===== src/rtl/mem_access.sv =====
`default_nettype none
// ============================================================================
// Module   : mem_access
// Purpose  : Memory-stage data access unit. Turns the effective address and
//            store data from execute into a single-outstanding request on an
//            SRAM-like bus (req / addr_ok / data_ok). It stalls the pipeline
//            until the access completes, returns the sign/zero-extended or
//            merged load value, and flags misaligned loads and stores.
// Revision : 1.0 - initial release
// ----------------------------------------------------------------------------
// Parameters
//   KSEG_MAP       1: vaddr 0x8000_0000-0xBFFF_FFFF maps to vaddr & 0x1FFF_FFFF
//                  0: paddr = vaddr
// Build option
//   MEM_UNALIGNED_EN  when defined, mem_size 4/5 (LWL/LWR, SWL/SWR) are
//                     executed as word-aligned accesses with lane merging.
//                     When undefined, mem_size 4..7 are ignored.
// Ports
//   clk, rst                  clock, synchronous active-high reset
//   in_valid, mem_read,       instruction present, load, store,
//   mem_write, mem_size,      access size (0 B, 1 H, 2 W, 4 L, 5 R),
//   mem_unsigned              zero-extend loaded byte/half
//   addr, wdata               effective vaddr, store data / merge source
//   flush                     kill the instruction in this stage
//   stall                     hold upstream stages
//   rdata, rdata_valid        load result, one-cycle completion pulse
//   addr_err_load/_store,     misaligned access flags (combinational),
//   badvaddr                  faulting address
//   data_req, data_wr,        bus request, write, size (0 B, 1 H, 2 W),
//   data_size, data_addr,     physical address,
//   data_wdata, data_wstrb    replicated store data, byte strobes
//   data_addr_ok,             request accepted,
//   data_data_ok, data_rdata  read data valid / write done, read data
// ============================================================================
module mem_access #(
    parameter int KSEG_MAP = 1
) (
    input  logic        clk,
    input  logic        rst,
    input  logic        in_valid,
    input  logic        mem_read,
    input  logic        mem_write,
    input  logic [2:0]  mem_size,
    input  logic        mem_unsigned,
    input  logic [31:0] addr,
    input  logic [31:0] wdata,
    input  logic        flush,
    output logic        stall,
    output logic [31:0] rdata,
    output logic        rdata_valid,
    output logic        addr_err_load,
    output logic        addr_err_store,
    output logic [31:0] badvaddr,
    output logic        data_req,
    output logic        data_wr,
    output logic [1:0]  data_size,
    output logic [31:0] data_addr,
    output logic [31:0] data_wdata,
    output logic [3:0]  data_wstrb,
    input  logic        data_addr_ok,
    input  logic        data_data_ok,
    input  logic [31:0] data_rdata
);

    typedef enum logic [2:0] {
        S_IDLE  = 3'd0,
        S_REQ   = 3'd1,
        S_WAIT  = 3'd2,
        S_DRAIN = 3'd3,
        S_DONE  = 3'd4
    } state_t;

    localparam logic [2:0] c_SZ_BYTE = 3'd0;
    localparam logic [2:0] c_SZ_HALF = 3'd1;
    localparam logic [2:0] c_SZ_WORD = 3'd2;
`ifdef MEM_UNALIGNED_EN
    localparam logic [2:0] c_SZ_LEFT  = 3'd4;
    localparam logic [2:0] c_SZ_RIGHT = 3'd5;
`endif

    // ------------------------------------------------------------------
    // State and registered request / response fields
    // ------------------------------------------------------------------
    state_t      state_q, state_d;
    logic [31:0] data_addr_q, data_addr_d;
    logic [31:0] data_wdata_q, data_wdata_d;
    logic [3:0]  data_wstrb_q, data_wstrb_d;
    logic [1:0]  data_size_q, data_size_d;
    logic        data_wr_q, data_wr_d;
    logic [31:0] rdata_q, rdata_d;
    // Load-formatting context captured at accept
    logic [2:0]  op_size_q, op_size_d;
    logic        op_unsigned_q, op_unsigned_d;
    logic [1:0]  op_lane_q, op_lane_d;
`ifdef MEM_UNALIGNED_EN
    logic [31:0] merge_q, merge_d;
`endif

    // ------------------------------------------------------------------
    // Combinational decode
    // ------------------------------------------------------------------
    logic        w_misalign;
    logic        w_size_ok;
    logic        w_accept;
    logic [31:0] w_paddr;
    logic [1:0]  w_lane;
    logic [31:0] w_req_addr;
    logic [31:0] w_req_wdata;
    logic [3:0]  w_req_wstrb;
    logic [1:0]  w_req_size;
    logic [7:0]  w_ld_byte;
    logic [15:0] w_ld_half;
    logic [31:0] w_load_result;

    assign w_misalign = ((mem_size == c_SZ_HALF) && addr[0]) ||
                        ((mem_size == c_SZ_WORD) && (addr[1:0] != 2'b00));

`ifdef MEM_UNALIGNED_EN
    assign w_size_ok = (mem_size <= c_SZ_WORD) || (mem_size == c_SZ_LEFT) ||
                       (mem_size == c_SZ_RIGHT);
`else
    assign w_size_ok = (mem_size <= c_SZ_WORD);
`endif

    assign addr_err_load  = in_valid && mem_read  && w_misalign;
    assign addr_err_store = in_valid && mem_write && w_misalign;
    assign badvaddr       = addr;

    assign w_accept = in_valid && (mem_read || mem_write) && w_size_ok &&
                      !w_misalign && !flush && (state_q == S_IDLE);

    // Unmapped kernel segments (kseg0/kseg1) drop the top three bits.
    always_comb begin
        w_paddr = addr;
        if ((KSEG_MAP != 0) && (addr[31:30] == 2'b10)) begin
            w_paddr = addr & 32'h1FFF_FFFF;
        end
    end

    assign w_lane = w_paddr[1:0];

    // Bus request fields for the instruction currently at the inputs.
    always_comb begin
        w_req_addr  = {w_paddr[31:2], 2'b00};
        w_req_size  = 2'd2;
        w_req_wdata = wdata;
        w_req_wstrb = 4'hF;
        case (mem_size)
            c_SZ_BYTE: begin
                w_req_addr  = w_paddr;
                w_req_size  = 2'd0;
                w_req_wdata = {4{wdata[7:0]}};
                w_req_wstrb = 4'b0001 << w_lane;
            end
            c_SZ_HALF: begin
                w_req_addr  = w_paddr;
                w_req_size  = 2'd1;
                w_req_wdata = {2{wdata[15:0]}};
                w_req_wstrb = 4'b0011 << w_lane;
            end
`ifdef MEM_UNALIGNED_EN
            // SWL: the most significant register bytes land in lanes 0..lane.
            c_SZ_LEFT: begin
                case (w_lane)
                    2'd0:    begin w_req_wdata = {24'h0, wdata[31:24]}; w_req_wstrb = 4'b0001; end
                    2'd1:    begin w_req_wdata = {16'h0, wdata[31:16]}; w_req_wstrb = 4'b0011; end
                    2'd2:    begin w_req_wdata = {8'h0,  wdata[31:8]};  w_req_wstrb = 4'b0111; end
                    default: begin w_req_wdata = wdata;                 w_req_wstrb = 4'b1111; end
                endcase
            end
            // SWR: the least significant register bytes land in lanes lane..3.
            c_SZ_RIGHT: begin
                case (w_lane)
                    2'd0:    begin w_req_wdata = wdata;                 w_req_wstrb = 4'b1111; end
                    2'd1:    begin w_req_wdata = {wdata[23:0], 8'h0};   w_req_wstrb = 4'b1110; end
                    2'd2:    begin w_req_wdata = {wdata[15:0], 16'h0};  w_req_wstrb = 4'b1100; end
                    default: begin w_req_wdata = {wdata[7:0], 24'h0};   w_req_wstrb = 4'b1000; end
                endcase
            end
`endif
            default: begin
                // Word access: address already aligned above.
            end
        endcase
        // Reads carry no data and no strobes.
        if (!mem_write) begin
            w_req_wdata = 32'h0;
            w_req_wstrb = 4'h0;
        end
    end

    // Load formatting from the captured lane / size context.
    assign w_ld_byte = data_rdata[{op_lane_q, 3'b000} +: 8];
    assign w_ld_half = op_lane_q[1] ? data_rdata[31:16] : data_rdata[15:0];

    always_comb begin
        w_load_result = data_rdata;
        case (op_size_q)
            c_SZ_BYTE: w_load_result = op_unsigned_q ? {24'h0, w_ld_byte}
                                                     : {{24{w_ld_byte[7]}}, w_ld_byte};
            c_SZ_HALF: w_load_result = op_unsigned_q ? {16'h0, w_ld_half}
                                                     : {{16{w_ld_half[15]}}, w_ld_half};
`ifdef MEM_UNALIGNED_EN
            // LWL: memory lanes 0..lane fill the top of the register.
            c_SZ_LEFT: begin
                case (op_lane_q)
                    2'd0:    w_load_result = {data_rdata[7:0],  merge_q[23:0]};
                    2'd1:    w_load_result = {data_rdata[15:0], merge_q[15:0]};
                    2'd2:    w_load_result = {data_rdata[23:0], merge_q[7:0]};
                    default: w_load_result = data_rdata;
                endcase
            end
            // LWR: memory lanes lane..3 fill the bottom of the register.
            c_SZ_RIGHT: begin
                case (op_lane_q)
                    2'd0:    w_load_result = data_rdata;
                    2'd1:    w_load_result = {merge_q[31:24], data_rdata[31:8]};
                    2'd2:    w_load_result = {merge_q[31:16], data_rdata[31:16]};
                    default: w_load_result = {merge_q[31:8],  data_rdata[31:24]};
                endcase
            end
`endif
            default: w_load_result = data_rdata;
        endcase
    end

    // ------------------------------------------------------------------
    // Next-state logic
    // ------------------------------------------------------------------
    always_comb begin
        logic capture;
        capture       = 1'b0;
        state_d       = state_q;
        data_addr_d   = data_addr_q;
        data_wdata_d  = data_wdata_q;
        data_wstrb_d  = data_wstrb_q;
        data_size_d   = data_size_q;
        data_wr_d     = data_wr_q;
        rdata_d       = rdata_q;
        op_size_d     = op_size_q;
        op_unsigned_d = op_unsigned_q;
        op_lane_d     = op_lane_q;
`ifdef MEM_UNALIGNED_EN
        merge_d       = merge_q;
`endif

        case (state_q)
            S_IDLE: begin
                if (w_accept) begin
                    state_d       = S_REQ;
                    data_addr_d   = w_req_addr;
                    data_wdata_d  = w_req_wdata;
                    data_wstrb_d  = w_req_wstrb;
                    data_size_d   = w_req_size;
                    data_wr_d     = mem_write;
                    op_size_d     = mem_size;
                    op_unsigned_d = mem_unsigned;
                    op_lane_d     = w_lane;
`ifdef MEM_UNALIGNED_EN
                    merge_d       = wdata;
`endif
                end
            end
            S_REQ: begin
                if (flush) begin
                    // Not yet accepted, or already complete: nothing left
                    // in flight. Otherwise the response must be drained.
                    if (!data_addr_ok || data_data_ok) begin
                        state_d = S_IDLE;
                    end else begin
                        state_d = S_DRAIN;
                    end
                end else if (data_addr_ok) begin
                    if (data_data_ok) begin
                        state_d = S_DONE;
                        capture = 1'b1;
                    end else begin
                        state_d = S_WAIT;
                    end
                end
            end
            S_WAIT: begin
                if (data_data_ok) begin
                    state_d = flush ? S_IDLE : S_DONE;
                    capture = !flush;
                end else if (flush) begin
                    state_d = S_DRAIN;
                end
            end
            S_DRAIN: begin
                if (data_data_ok) begin
                    state_d = S_IDLE;
                end
            end
            S_DONE: begin
                state_d = S_IDLE;
            end
            default: begin
                state_d = S_IDLE;
            end
        endcase

        if (capture && !data_wr_q) begin
            rdata_d = w_load_result;
        end
    end

    // ------------------------------------------------------------------
    // Registers
    // ------------------------------------------------------------------
    always_ff @(posedge clk) begin
        if (rst) begin
            state_q       <= S_IDLE;
            data_addr_q   <= 32'h0;
            data_wdata_q  <= 32'h0;
            data_wstrb_q  <= 4'h0;
            data_size_q   <= 2'd0;
            data_wr_q     <= 1'b0;
            rdata_q       <= 32'h0;
            op_size_q     <= 3'd0;
            op_unsigned_q <= 1'b0;
            op_lane_q     <= 2'd0;
`ifdef MEM_UNALIGNED_EN
            merge_q       <= 32'h0;
`endif
        end else begin
            state_q       <= state_d;
            data_addr_q   <= data_addr_d;
            data_wdata_q  <= data_wdata_d;
            data_wstrb_q  <= data_wstrb_d;
            data_size_q   <= data_size_d;
            data_wr_q     <= data_wr_d;
            rdata_q       <= rdata_d;
            op_size_q     <= op_size_d;
            op_unsigned_q <= op_unsigned_d;
            op_lane_q     <= op_lane_d;
`ifdef MEM_UNALIGNED_EN
            merge_q       <= merge_d;
`endif
        end
    end

    // ------------------------------------------------------------------
    // Outputs
    // ------------------------------------------------------------------
    // DONE is deliberately excluded so the instruction retires that cycle.
    assign stall       = w_accept || (state_q == S_REQ) || (state_q == S_WAIT) ||
                         (state_q == S_DRAIN);
    assign data_req    = (state_q == S_REQ);
    assign rdata_valid = (state_q == S_DONE);
    assign rdata       = rdata_q;
    assign data_wr     = data_wr_q;
    assign data_size   = data_size_q;
    assign data_addr   = data_addr_q;
    assign data_wdata  = data_wdata_q;
    assign data_wstrb  = data_wstrb_q;

endmodule
`default_nettype wire


===== config.mk =====
export PLATFORM = sky130hd
export DESIGN_NAME = mem_access
export DESIGN_NICKNAME = d
export VERILOG_FILES = /design/src/rtl/mem_access.sv
export SDC_FILE = /design/constraint.sdc
export NUM_CORES = 1
export LEC_CHECK = 0
export ABC_AREA = 1
export CORE_UTILIZATION = 46
export DETAILED_ROUTE_END_ITERATION = 10
export GPL_TIMING_DRIVEN = 0
export PLACE_DENSITY = 0.93
export SKIP_CTS_REPAIR_TIMING = 1
export SYNTH_ARGS = -nofsm -noshare
export SYNTH_HDL_FRONTEND = slang
export SYNTH_SLANG_ARGS = --single-unit
export TNS_END_PERCENT = 5

===== constraint.sdc =====
create_clock -name clk -period 2.3 [get_ports clk]
set_input_delay 0.46 -clock clk [delete_from_list [all_inputs] [get_ports clk]]
set_output_delay 0.46 -clock clk [all_outputs]
set_load 0.1 [all_outputs]

# ---- After elaboration in Yosys (flattened, before gate mapping)
# Cells that the tools add are included.
dict set report op_classes {
  n_lt_le_gt_ge 1
  n_eq_ne 12
  shift 3
  mux 26
  reduce_logical 29
}
# operator count
set ops {}
lappend ops {{32-bit 2-to-1 mux} 4}
lappend ops {{32-bit one-hot mux with 2 select lines} 2}
lappend ops {{32-bit by 6-bit indexed part select with 8-bit output} 1}
lappend ops {{3-bit 2-to-1 mux} 8}
lappend ops {{16-bit 2-to-1 mux} 1}
lappend ops {{1-bit logical AND} 12}
lappend ops {{3-bit one-hot mux with 4 select lines} 1}
lappend ops {{3-bit by 1-bit == test with 1-bit output, second input constant} 3}
lappend ops {{3-bit by 2-bit == test with 1-bit output, second input constant} 3}
lappend ops {{3-bit zero test} 3}
lappend ops {{4-bit one-hot mux with 2 select lines} 1}
lappend ops {{1-bit logical OR} 6}
lappend ops {{1-bit zero test} 4}
lappend ops {{1-bit 2-to-1 mux} 4}
lappend ops {{2-bit 2-to-1 mux} 2}
lappend ops {{4-bit 2-to-1 mux} 1}
lappend ops {{2-bit inequality test, second input constant} 2}
lappend ops {{2-bit one-hot mux with 2 select lines} 1}
lappend ops {{4-bit AND reduction} 1}
lappend ops {{1-bit by 2-bit << shifter with 4-bit output, first input constant} 1}
lappend ops {{2-bit by 2-bit << shifter with 4-bit output, first input constant} 1}
lappend ops {{3-bit == test, second input constant} 1}
lappend ops {{3-bit by 2-bit <= comparator with 1-bit output, second input constant} 1}
lappend ops {{3-bit by 2-bit inequality test with 1-bit output, second input constant} 1}
lappend ops {{other kinds (6)} 6}
dict set report word_totals {
  register_bits 112
  in_bits 108
  output_inout_bits 140
  elab_cells 81
}

# ---- Longest topological paths before layout
dict set report depth {
  depth_word 10
  ltp_mapped 11
}

# ---- Least setup slack after synthesis
# Ideal clock, no wire load.
dict set report synth_timing {
  path_kind {register to output}
  from {register state_q[1]}
  to {output port rdata_valid}
  t_arrival_ns 2.433
  setup_slack_ns -0.593
  path_stages_with_launch 2
  path_buffers 0
  path_cell_list {dfxtp_1 nor3_1}
}
dict set report synth_via {
  elab_chain_len 1
}
# item line
set synth_rtl {}
lappend synth_rtl {{from (decl)} 84} ;# state_t state_q, state_d;
lappend synth_rtl {{from (signal assigned)} 327} ;# state_q <= state_d;
lappend synth_rtl {{3-bit == test} 350} ;# assign rdata_valid = (state_q == S_DONE);
lappend synth_rtl {{to (decl)} 50} ;# output logic rdata_valid,
# No other way between the ends.

# ---- Worst setup path after layout
dict set report layout_timing {
  from {input port in_valid}
  to {output port stall}
}
dict set report layout_via {
  elab_chain_len 8
}
# item line
set layout_rtl {}
lappend layout_rtl {{from (decl)} 40} ;# input logic in_valid,
lappend layout_rtl {{1-bit logical AND (3 in a row)} 129} ;# assign w_accept = in_valid && (mem_read || mem_write) && w_size_ok &&
lappend layout_rtl {{1-bit logical AND (2 in a row)} 130} ;# !w_misalign && !flush && (state_q == S_IDLE);
lappend layout_rtl {{1-bit logical OR (3 in a row)} 347} ;# assign stall = w_accept || (state_q == S_REQ) || (state_q == S_WAIT) ||
lappend layout_rtl {{to (decl)} 48} ;# output logic stall,
# No other way between the ends.

==> impl_results.md <==
- GRT Util Overall: 0.309
- CTS tree: built
- Final hold vios: 0
- Hold depth: 2
- Post-place instance area: 0.00847 sq mm
- Core Util, Final: 0.741
- Power per Cell Area: around 800 mW/mm^2
- Status: finished, violations left
- Slew margin rel.: 0.292
- CTS Buf Count: 9
- Combinational power share: 0.457
- Max-Cap Viols: 0
- Synthesized flop and latch total: 112
- Syn Nets: 1006
- Die X: 114 um
- Hold Crit Start: op_size_q[2]$_SDFFE_PP0P_
- Initial core utilization: 0.477
- Synth unique cells: 26
- PnR Total Power: 7.25 mW
- Die Span Y: 114 um
- Area grow syn2layout: 55.4%
- Mean Syn Cell Area: 6.46 sq um
- Power Internal: 3.97 mW
- Nets: 1264
- CTS sink cnt: 112
- Worst Path Max Fanout: 2
- Initial antenna violation count: 2
- Clock Skews: 0.00754 ns
- Post-DP HPWL: 15.5 mm
- R2R Path End: rdata[31]$_SDFFE_PP0P_
- Final setup violation count: 1
- Worst R2R Start: state_q[2]$_SDFFE_PP0P_
- Flop2flop setup slack: 0.52 ns
- Core ar.: 0.0122 sq mm
- DR iter-0 viols: 622
- Final WL: 20.9 mm
- Psw: 3.29 mW
- Setup CP Type: in -> out
- Gpl congestion: 0.946
- Period utilization: 1.02
- Min Tclk post-route: about 2.3 ns
- DR WL/cell: roughly 16 um
- RSZ-0062 raised after global routing: true
- Worst-case setup margin in the final layout: -0.0489 ns
- Pre-antenna DRT Iters: 6
- Clk Latency, worst-skew pair: 0.35 ns
- Vias per std cell: about 5
- Global-route wire length before repair: 31.4 mm
- H-tree levels: 3
- Mapped Area: 0.00580 sq mm
- Achievable frequency: roughly 430 MHz
- Worst r2r path cells: 9
- Failing checks: setup timing
- CP endpoint kind: primary output
- Antenna Nets Post-Route: 0
- Synth warn: 0
- I/O Pins: approximately 250
- Rows: 40
- CP arrival: approximately 1.9 ns
- Clock buffer depth: 2
- Worst Hold Class: reg -> reg
- Register area share after synthesis: 0.386
- Worst Setup SP: in_valid
- Number of global-route vias before repair: between 6k and 7k
- Worst-Margin Slew: 1.06 ns
- Worst vdd ir: 431 uV
- Largest net degree at the start of global routing: 18
- Post-Synthesis Cells: 898
- Overflow after GRT: 0
- Root Buffer: clkbuf_16
- Die area: 0.0131 sq mm
- DRC viols: 0
- Seq pwr share: 0.306
- Required @ worst endpoint: between 1.5 and 2 ns
- Clock share of power: 0.237
- Layout cells sized above 1: 0.116
- Vias: 6808
- Hold Path End: op_size_q[2]$_SDFFE_PP0P_
- Clock slew seen by the registers of the worst setup and hold paths: 0.07 ns
- Final Cell Area: 0.00902 sq mm
- Final max-slew violation count: 0
- Sw frac: 0.453
- Startpoint Class: input pin
- Port bufs: about 250
- P_leak: 5.38 nW
[critical path, cell delays in order]
cell and delay, ns:
clkdlybuf4s50_1 0.49, nand2_1 0.12, nand2_2 0.13, nand2_1 0.05
nor2_1 0.10, nand2_1 0.09, a31oi_2 0.18, buf_6 0.26
[placed cells by master (no fill, tap or decap), drive strengths merged]
master,netlist,layout
a21boi,7,7
dlymetal6s2s,0,102
nand3,60,60
or2,7,7
and2,1,1
o211ai,19,19
bufinv,0,2
nor3,4,4
nand3b,17,17
diode,0,2
a21oi,63,63
nand2,254,254
buf,62,95
clkbuf,24,38
a31oi,1,1
clkinv,3,5
nand4,3,3
dfxtp,112,112
o21ai,35,35
inv,63,64
clkdlybuf4s50,0,109
nor2,163,163
[routing by layer]
metal	vias up	part of all wire	wire, um	global-route usage
met3	54	0.087	1810	0.0641
met1	3065	0.39	8190	0.369
li1	3317	-	-	-
met5	-	0.00067	14	0
met2	370	0.49	10300	0.542
met4	2	0.027	568	0.122
[through the flow]
step | TNS, ns | setup WS (ns) | hold WS (ns) | std cells
3_3_place_gp | -14.72 | -1.11 | 0.430 | 1311
4_1_cts | -15.85 | -1.12 | 0.446 | 1327
3_5_place_dp | -16.43 | -1.11 | 0.432 | 1311
6_report | -0.0489 | -0.0489 | 0.446 | 1331
2_1_floorplan | -1.01 | -0.498 | 0.418 | 898
5_1_grt | -0.184 | -0.183 | 0.463 | 1330
[power groups by stage]
| stage | Sequential [mW] | Combinational (mW) | Clock, mW |
|---|---|---|---|
| 5_1_grt | 2.24 | 3.48 | 1.81 |
| 2_1_floorplan | 3.28 | 1.37 | 0 |
| 3_3_place_gp | 2.26 | 3.24 | 0 |
| 6_report | 2.22 | 3.31 | 1.72 |
| 3_5_place_dp | 2.27 | 3.28 | 0 |
| 4_1_cts | 2.22 | 3.29 | 1.72 |
[synthesized netlist by cell type]
cell type  number  share of area
inv_1          59          0.038
nand4_1         2         0.0022
or2_2           7         0.0075
buf_2          24          0.021
nor2_2          1         0.0011
buf_6           3         0.0058
dfxtp_1       112           0.39
buf_4          35          0.045
o21ai_0        33          0.028
a31oi_1         1         0.0011
clkinv_1        3         0.0019
nand3b_1       17          0.022
o211ai_1       19          0.025
and2_1          1         0.0011
o21ai_2         1         0.0015
o21ai_4         1         0.0028
inv_2           4         0.0026
nand2_1       253           0.16
nand4_2         1         0.0022
clkbuf_1       24          0.016
nor3_1          4         0.0035
nand3_1        60          0.052
a21oi_1        63          0.054
nor2_1        162           0.10
nand2_4         1         0.0019
a21boi_0        7         0.0091
[registers in the layout (all words and copies together) (netlist names)]
name           cells
data_addr         32
data_wdata        32
rdata             32
data_wstrb         4
op_size_q          3
state_q            3
data_size          2
op_lane_q          2
data_wr            1
op_unsigned_q      1
[cells by family (layout without fill, tap and decap cells)]
| group | Yosys count | count (layout) | share of synthesized area |
|---|---|---|---|
| buffers and inverters | 152 | 415 | 0.130 |
| and+or+nand+nor | 509 | 509 | 0.362 |
| other | 0 | 2 | 0 |
| DFF | 112 | 112 | 0.386 |
| AOI/OAI and AO/OA | 125 | 125 | 0.122 |
[final cells by class]
cell class / count / area (sq um)
tap: 168 / 210
buffer: 86 / 507
timing repair buffer: 247 / 2650
inverter: 66 / 248
fill: 924 / 3140
clock inverter: 5 / 78.8
sequential: 112 / 2240
multi-input combinational: 634 / 2830
clock buffer: 11 / 243
antenna: 2 / 5.00
[how the worst max path moves through the flow]
stage                     depth (start not counted)     to  slack (ns)
final                                             8  stall       -0.05
after global routing                              8  stall       -0.18
after CTS                                         9  stall       -1.12
after detailed placement                          9  stall       -1.11
after global placement                            9  stall       -1.11
after floorplan                                   7  stall       -0.50
(Power assumes the default switching activity.)
==> RTL change 1 (config.mk and constraints unchanged) <==
`data_addr_q`, `data_wdata_q`, `data_wstrb_q` and `rdata_q` no longer have a reset.
--- a/src/rtl/mem_access.sv
+++ b/src/rtl/mem_access.sv
@@ -311,12 +311,8 @@
     always_ff @(posedge clk) begin
         if (rst) begin
             state_q       <= S_IDLE;
-            data_addr_q   <= 32'h0;
-            data_wdata_q  <= 32'h0;
-            data_wstrb_q  <= 4'h0;
             data_size_q   <= 2'd0;
             data_wr_q     <= 1'b0;
-            rdata_q       <= 32'h0;
             op_size_q     <= 3'd0;
             op_unsigned_q <= 1'b0;
             op_lane_q     <= 2'd0;
@@ -325,12 +321,8 @@
 `endif
         end else begin
             state_q       <= state_d;
-            data_addr_q   <= data_addr_d;
-            data_wdata_q  <= data_wdata_d;
-            data_wstrb_q  <= data_wstrb_d;
             data_size_q   <= data_size_d;
             data_wr_q     <= data_wr_d;
-            rdata_q       <= rdata_d;
             op_size_q     <= op_size_d;
             op_unsigned_q <= op_unsigned_d;
             op_lane_q     <= op_lane_d;
@@ -338,6 +330,13 @@
             merge_q       <= merge_d;
 `endif
         end
+    end
+
+    always_ff @(posedge clk) begin
+        data_addr_q  <= data_addr_d;
+        data_wdata_q <= data_wdata_d;
+        data_wstrb_q <= data_wstrb_d;
+        rdata_q      <= rdata_d;
     end
 
     // ------------------------------------------------------------------
Behaviour: not the same (Yosys sat finds a counterexample within 4 cycles, from zero or initial values and one cycle with rst high).
==> RTL change 1 against the original RTL <==
  * Clock power down 16%
  * Wire length is 22% lower
  * Power decreased by 16%
  * Sequential cell count is the same
  * Setup slack better by 0.066 ns
  * Area after synthesis down 10%
  * Design area fell by 7.7%
  * Critical endpoint is now data_wdata[17]
  * Largest cell class is now flip-flops and latches
  * Largest power group is now registers
  * Highest routed layer is now met4
==> RTL change 1: results (changes against the original RTL) <==
* Status: finished clean (was finished, violations left)
* Syn_nets at 596 (was 1006)
* Reg2reg setup slack at 0.20 ns (was 0.52 ns)
* First drt pass iteration count at 7 (was 6)
* Vias in the first global route at 4607 (was 6261)
* Die width at 108.5 µm (was 114.3 µm)
* Ys flop type: edfxtp_1 (was dfxtp_1)
* Worst Max-Slew Pin Slew at 1.041 ns (was 1.060 ns)
* First-pass GRT wire length at 23630 µm (was 31370 µm)
* Vias per inst at 5.303 (was 5.115)
* Critical Path AT at 1.82 ns (was 1.89 ns)
* Number of flops mapped to enable cells by yosys at 100 (was 0)
* Post-Route WL at 16260 µm (was 20890 µm)
* First DRT Iteration DRCs at 388 (was 622)
* VDD IR max at 396.0 µV (was 430.6 µV)
* Static Leak at 3.994 nW (was 5.382 nW)
* CTS root buffer: clkbuf_16 (unchanged)
* Ant. Diodes at 0 (was 2)
* Number of nets in the layout at 856 (was 1264)
* Post-synth top cells: nand2_1 (119), edfxtp_1 (100), inv_1 (49) (was nand2_1 (253), nor2_1 (162), dfxtp_1 (112))
* Count of non-filler cells in the finished layout at 893 (was 1331)
* Sequential area share after synthesis at 62.20% (was 38.65%)
* Port buffer count at 247 (was 245)
* Gpl congestion at 0.8884 (was 0.9462)
* Tot GR Track Use at 26.68% (was 30.91%)
* Slowest CP cell: clkdlybuf4s50_1 (unchanged)
* Post-Synthesis Cells at 488 (was 898)
* HP Class: flip-flop to flip-flop (unchanged)
* Clock transition at path regs at 0.07 ns (about the same)
* Post-DP HPWL at 11920 µm (was 15460 µm)
* Area contributors post-synth: edfxtp_1 (58%), nand2_1 (8.6%), dfxtp_1 (4.6%) (was dfxtp_1 (39%), nand2_1 (16%), nor2_1 (10%))
* Share of cells above drive strength 1 at 18.99% (was 11.63%)
* Initial antenna violation count at 0 (was 2)
* CTS Buffer Depth at 2 (unchanged)
* Critical Path Max Stage Delay at 1.15 ns (was 0.49 ns)
* Clock skew at 0.006664 ns (was 0.007541 ns)
* Largest net degree at the start of global routing at 77 (was 18)
* Dpl cells at 875 (was 1311)
* Synth unique cells at 34 (was 26)
* Worst-path maximum fanout at 1 (was 2)
-- RTL change 1: cell count changes in the layout (fill, tap and decap cells not counted), sizes merged, moves of 40 or more --
cell	unedited run	this run
dfxtp	112	12
nand2	254	120
nor2	163	39
a21oi	63	23
edfxtp	0	100
-- RTL change 1: where the power goes --
part	internal, mW	switching [mW]	leakage (nW)
registers	2.39	0.0491	1.01
clock network	0.731	0.717	0.130
logic	0.622	1.60	2.86
-- RTL change 1: path summary, 6_finish.rpt --
kind,from,to,cells after the start
min reg2reg,op_size_q[2]$_SDFFE_PP0P_,op_size_q[2]$_SDFFE_PP0P_,2
max,data_wdata[17]$_SDFFCE_PN0P_,data_wdata[17],1
max reg2reg,state_q[0]$_SDFFE_PP0P_,data_addr[7]$_DFFE_PP_,5
min,op_size_q[2]$_SDFFE_PP0P_,op_size_q[2]$_SDFFE_PP0P_,2
-- RTL change 1: area by class of cell --
type                            count  area (µm²)
Tap cell                          140       175.2
Sequential cell                   112        3243
Fill cell                         697        2613
Inverter                           55       225.2
Multi-Input combinational cell    270        1444
Clock buffer                       10       229.0
Clock inverter                      6       35.03
Timing Repair Buffer              249        2611
Buffer                             51       360.3
-- RTL change 1: routing by layer --
metal	GRT usage (%)	vias to the layer above	share of wire, %
met3	6.510	46	9.8
met4	10.52	0	2.8
met1	29.73	2205	35
li1	-	2139	-
met5	0	-	0
met2	48.55	346	53
-- RTL change 1: stage by stage --
stage	worst slack, ns	hold slack, ns	TNS (ns)	cell area (µm²)	utilization [%]
6_report	0.01665	0.4834	0	8323	76.11
5_1_grt	-0.01513	0.5061	-0.2465	8323	76.11
4_1_cts	-0.9463	0.4827	-82.10	8153	74.55
3_5_place_dp	-0.9898	0.4726	-119.60	7889	72.14
3_3_place_gp	-0.9252	0.4662	-109.27	7889	72.14
2_1_floorplan	-0.7918	0.4545	-1.537	5241	-
-- RTL change 1: cells by family after synthesis --
family                 Yosys count  synth area share [%]
AOI/OAI and AO/OA               61                 7.224
buffers and inverters          106                 10.89
DFF                            112                 62.20
muxes                            7                 1.344
and+or+nand+nor                202                 18.33
==> RTL change 2 (same settings) <==
Made on the original files. Build with the macro `MEM_UNALIGNED_EN` defined.
--- a/src/rtl/mem_access.sv
+++ b/src/rtl/mem_access.sv
@@ -32,6 +32,8 @@
 //   data_addr_ok,             request accepted,
 //   data_data_ok, data_rdata  read data valid / write done, read data
 // ============================================================================
+`define MEM_UNALIGNED_EN
+
 module mem_access #(
     parameter int KSEG_MAP = 1
 ) (
Formal check against the unedited RTL: not equivalent (a bounded check fails within 4 cycles, from zero or initial values and one cycle with rst high).
==> RTL change 2 against the original RTL <==
  * Hold slack lost 0.027 ns
  * Sequential cell count grew 32
  * Register-to-register slack lost 0.38 ns
  * Via count grew 84%
  * Area after synthesis grew 67%
  * Critical path depth grew 1
  * Setup slack gained 0.056 ns
  * Power grew 39%
  * Fmax grew 2.4%
  * Wire length grew 120%
  * Design area grew 47%
==> RTL change 2: results (changes against the original RTL) <==
* # clk buffers at 17 (was 11)
* WL per Instance at 20.62 µm (was 15.69 µm)
* Critical Path AT at 1.83 ns (was 1.89 ns)
* Area grow syn2layout at 37.02% (was 55.42%)
* Worst Max-Slew Pin Slew at 1.042 ns (was 1.060 ns)
* Clock skew at 0.01451 ns (was 0.007541 ns)
* Share of cells above drive strength 1 at 9.648% (was 11.63%)
* Vias in the first global route at 11720 (was 6261)
* Non-clock buffers at 375 (was 333)
* Reg2reg setup slack at 0.14 ns (was 0.52 ns)
* Multi-input logic cell count at 1285 (was 634)
* Reg2reg end: rdata[1]$_SDFFE_PP0P_ (was rdata[31]$_SDFFE_PP0P_)
* Seq area share at 21.76% (was 24.86%)
* Path depth of the worst reg2reg path at 9 (unchanged)
* Status: finished clean (was finished, violations left)
* Routed met1 length at 17750 µm (was 8188 µm)
* HP Class: input port to flip-flop (was flip-flop to flip-flop)
* Dpl ws at -1.262 ns (was -1.115 ns)
* Hold depth at 3 (was 2)
* CP endpoint: stall (unchanged)
* Sequential area share after synthesis at 29.81% (was 38.65%)
* Area contributors post-synth: dfxtp_1 (30%), nand2_1 (21%), nor2_1 (9.7%) (was dfxtp_1 (39%), nand2_1 (16%), nor2_1 (10%))
* Tot GR Track Use at 41.46% (was 30.91%)
* Gpl congestion at 1.048 (was 0.9462)
* Avg Inst Size Synth at 5.743 µm² (was 6.461 µm²)
* Count of non-filler cells in the finished layout at 2229 (was 1331)
* Non-clock buffer share of cell area at 25.25% (was 35.01%)
* Synth unique cells at 37 (was 26)
* Post-DP HPWL at 35060 µm (was 15460 µm)
* Worst-path maximum fanout at 10 (was 2)
* Fill cell count at 1892 (was 924)
* Ant. Diodes at 0 (was 2)
* Worst-skew pair later-pin latency at 0.44 ns (was 0.35 ns)
* Clock network area share at 4.636% (was 3.566%)
* VDD IR max at 554.9 µV (was 430.6 µV)
* Post-synth top cells: nand2_1 (553), nor2_1 (250), nand3_1 (160) (was nand2_1 (253), nor2_1 (162), dfxtp_1 (112))
* Vias per inst at 5.632 (was 5.115)
* DR WL met3 at 4175 µm (was 1810 µm)
* Initial antenna violation count at 0 (was 2)
* CTS H-Tree Depth at 4 (was 3)
* CP Launch Point: addr[0] (was in_valid)
* Signal inverters at 123 (was 66)
* First DRT Iteration DRCs at 1440 (was 622)
* Met2 wire length at 21370 µm (was 10310 µm)
* Port buffer count at 243 (was 245)
* Number of nets in the layout at 2054 (was 1264)
* Final worst slack at 0.006660 ns (was -0.04894 ns)
* Static Leak at 7.767 nW (was 5.382 nW)
* Post-DP Area at 0.01245 mm² (was 0.008469 mm²)
* Syn_nets at 1792 (was 1006)
* First-pass GRT wire length at 67770 µm (was 31370 µm)
* Worst R2R Start: op_size_q[1]$_SDFFE_PP0P_ (was state_q[2]$_SDFFE_PP0P_)
* Clock sink count at 144 (was 112)
* Top sig layer: met4 (was met5)
* Fraction of area in multi-input gates at 42.27% (was 31.43%)
-- RTL change 2: worst max-delay path, stage by stage --
cell            delay (ns)
dlymetal6s2s_1        0.24
inv_4                 0.19
nand2_4               0.14
nand3_1               0.10
nand2_1               0.08
inv_2                 0.12
nand2_1               0.10
a31oi_2               0.15
buf_6                 0.25
-- RTL change 2: how the worst min path moves through the flow --
stage / from / endpoint / slack (ns)
global placement: merge_q[7]$_SDFFE_PP0P_ / merge_q[7]$_SDFFE_PP0P_ / 0.45
CTS: mem_size[2] / op_size_q[2]$_SDFFE_PP0P_ / 0.42
global route: rdata[20]$_SDFFE_PP0P_ / rdata[20]$_SDFFE_PP0P_ / 0.48
finish: mem_size[2] / op_size_q[2]$_SDFFE_PP0P_ / 0.42
floorplan: merge_q[6]$_SDFFE_PP0P_ / merge_q[6]$_SDFFE_PP0P_ / 0.43
detailed placement: merge_q[27]$_SDFFE_PP0P_ / merge_q[27]$_SDFFE_PP0P_ / 0.45
-- RTL change 2: kinds of logic after synthesis --
kind of cell / Yosys count / share of synthesized area [%]
flip-flops: 144 / 29.81
AO/OA/AOI/OAI: 283 / 15.22
AND/OR/NAND/NOR: 1002 / 42.55
buffers and inverters: 255 / 12.42
-- RTL change 2: per-layer routing --
layer / vias up / track usage, %
met1: 5732 / 50.78
met5: - / 0
met3: 153 / 6.366
li1: 5889 / -
met4: 0 / 25.67
met2: 779 / 68.39
-- RTL change 2: power by group --
group          internal, mW  switching, mW
combinational          1.08           3.20
sequential             2.74          0.154
clock                  1.57           1.35
total                  5.39           4.70
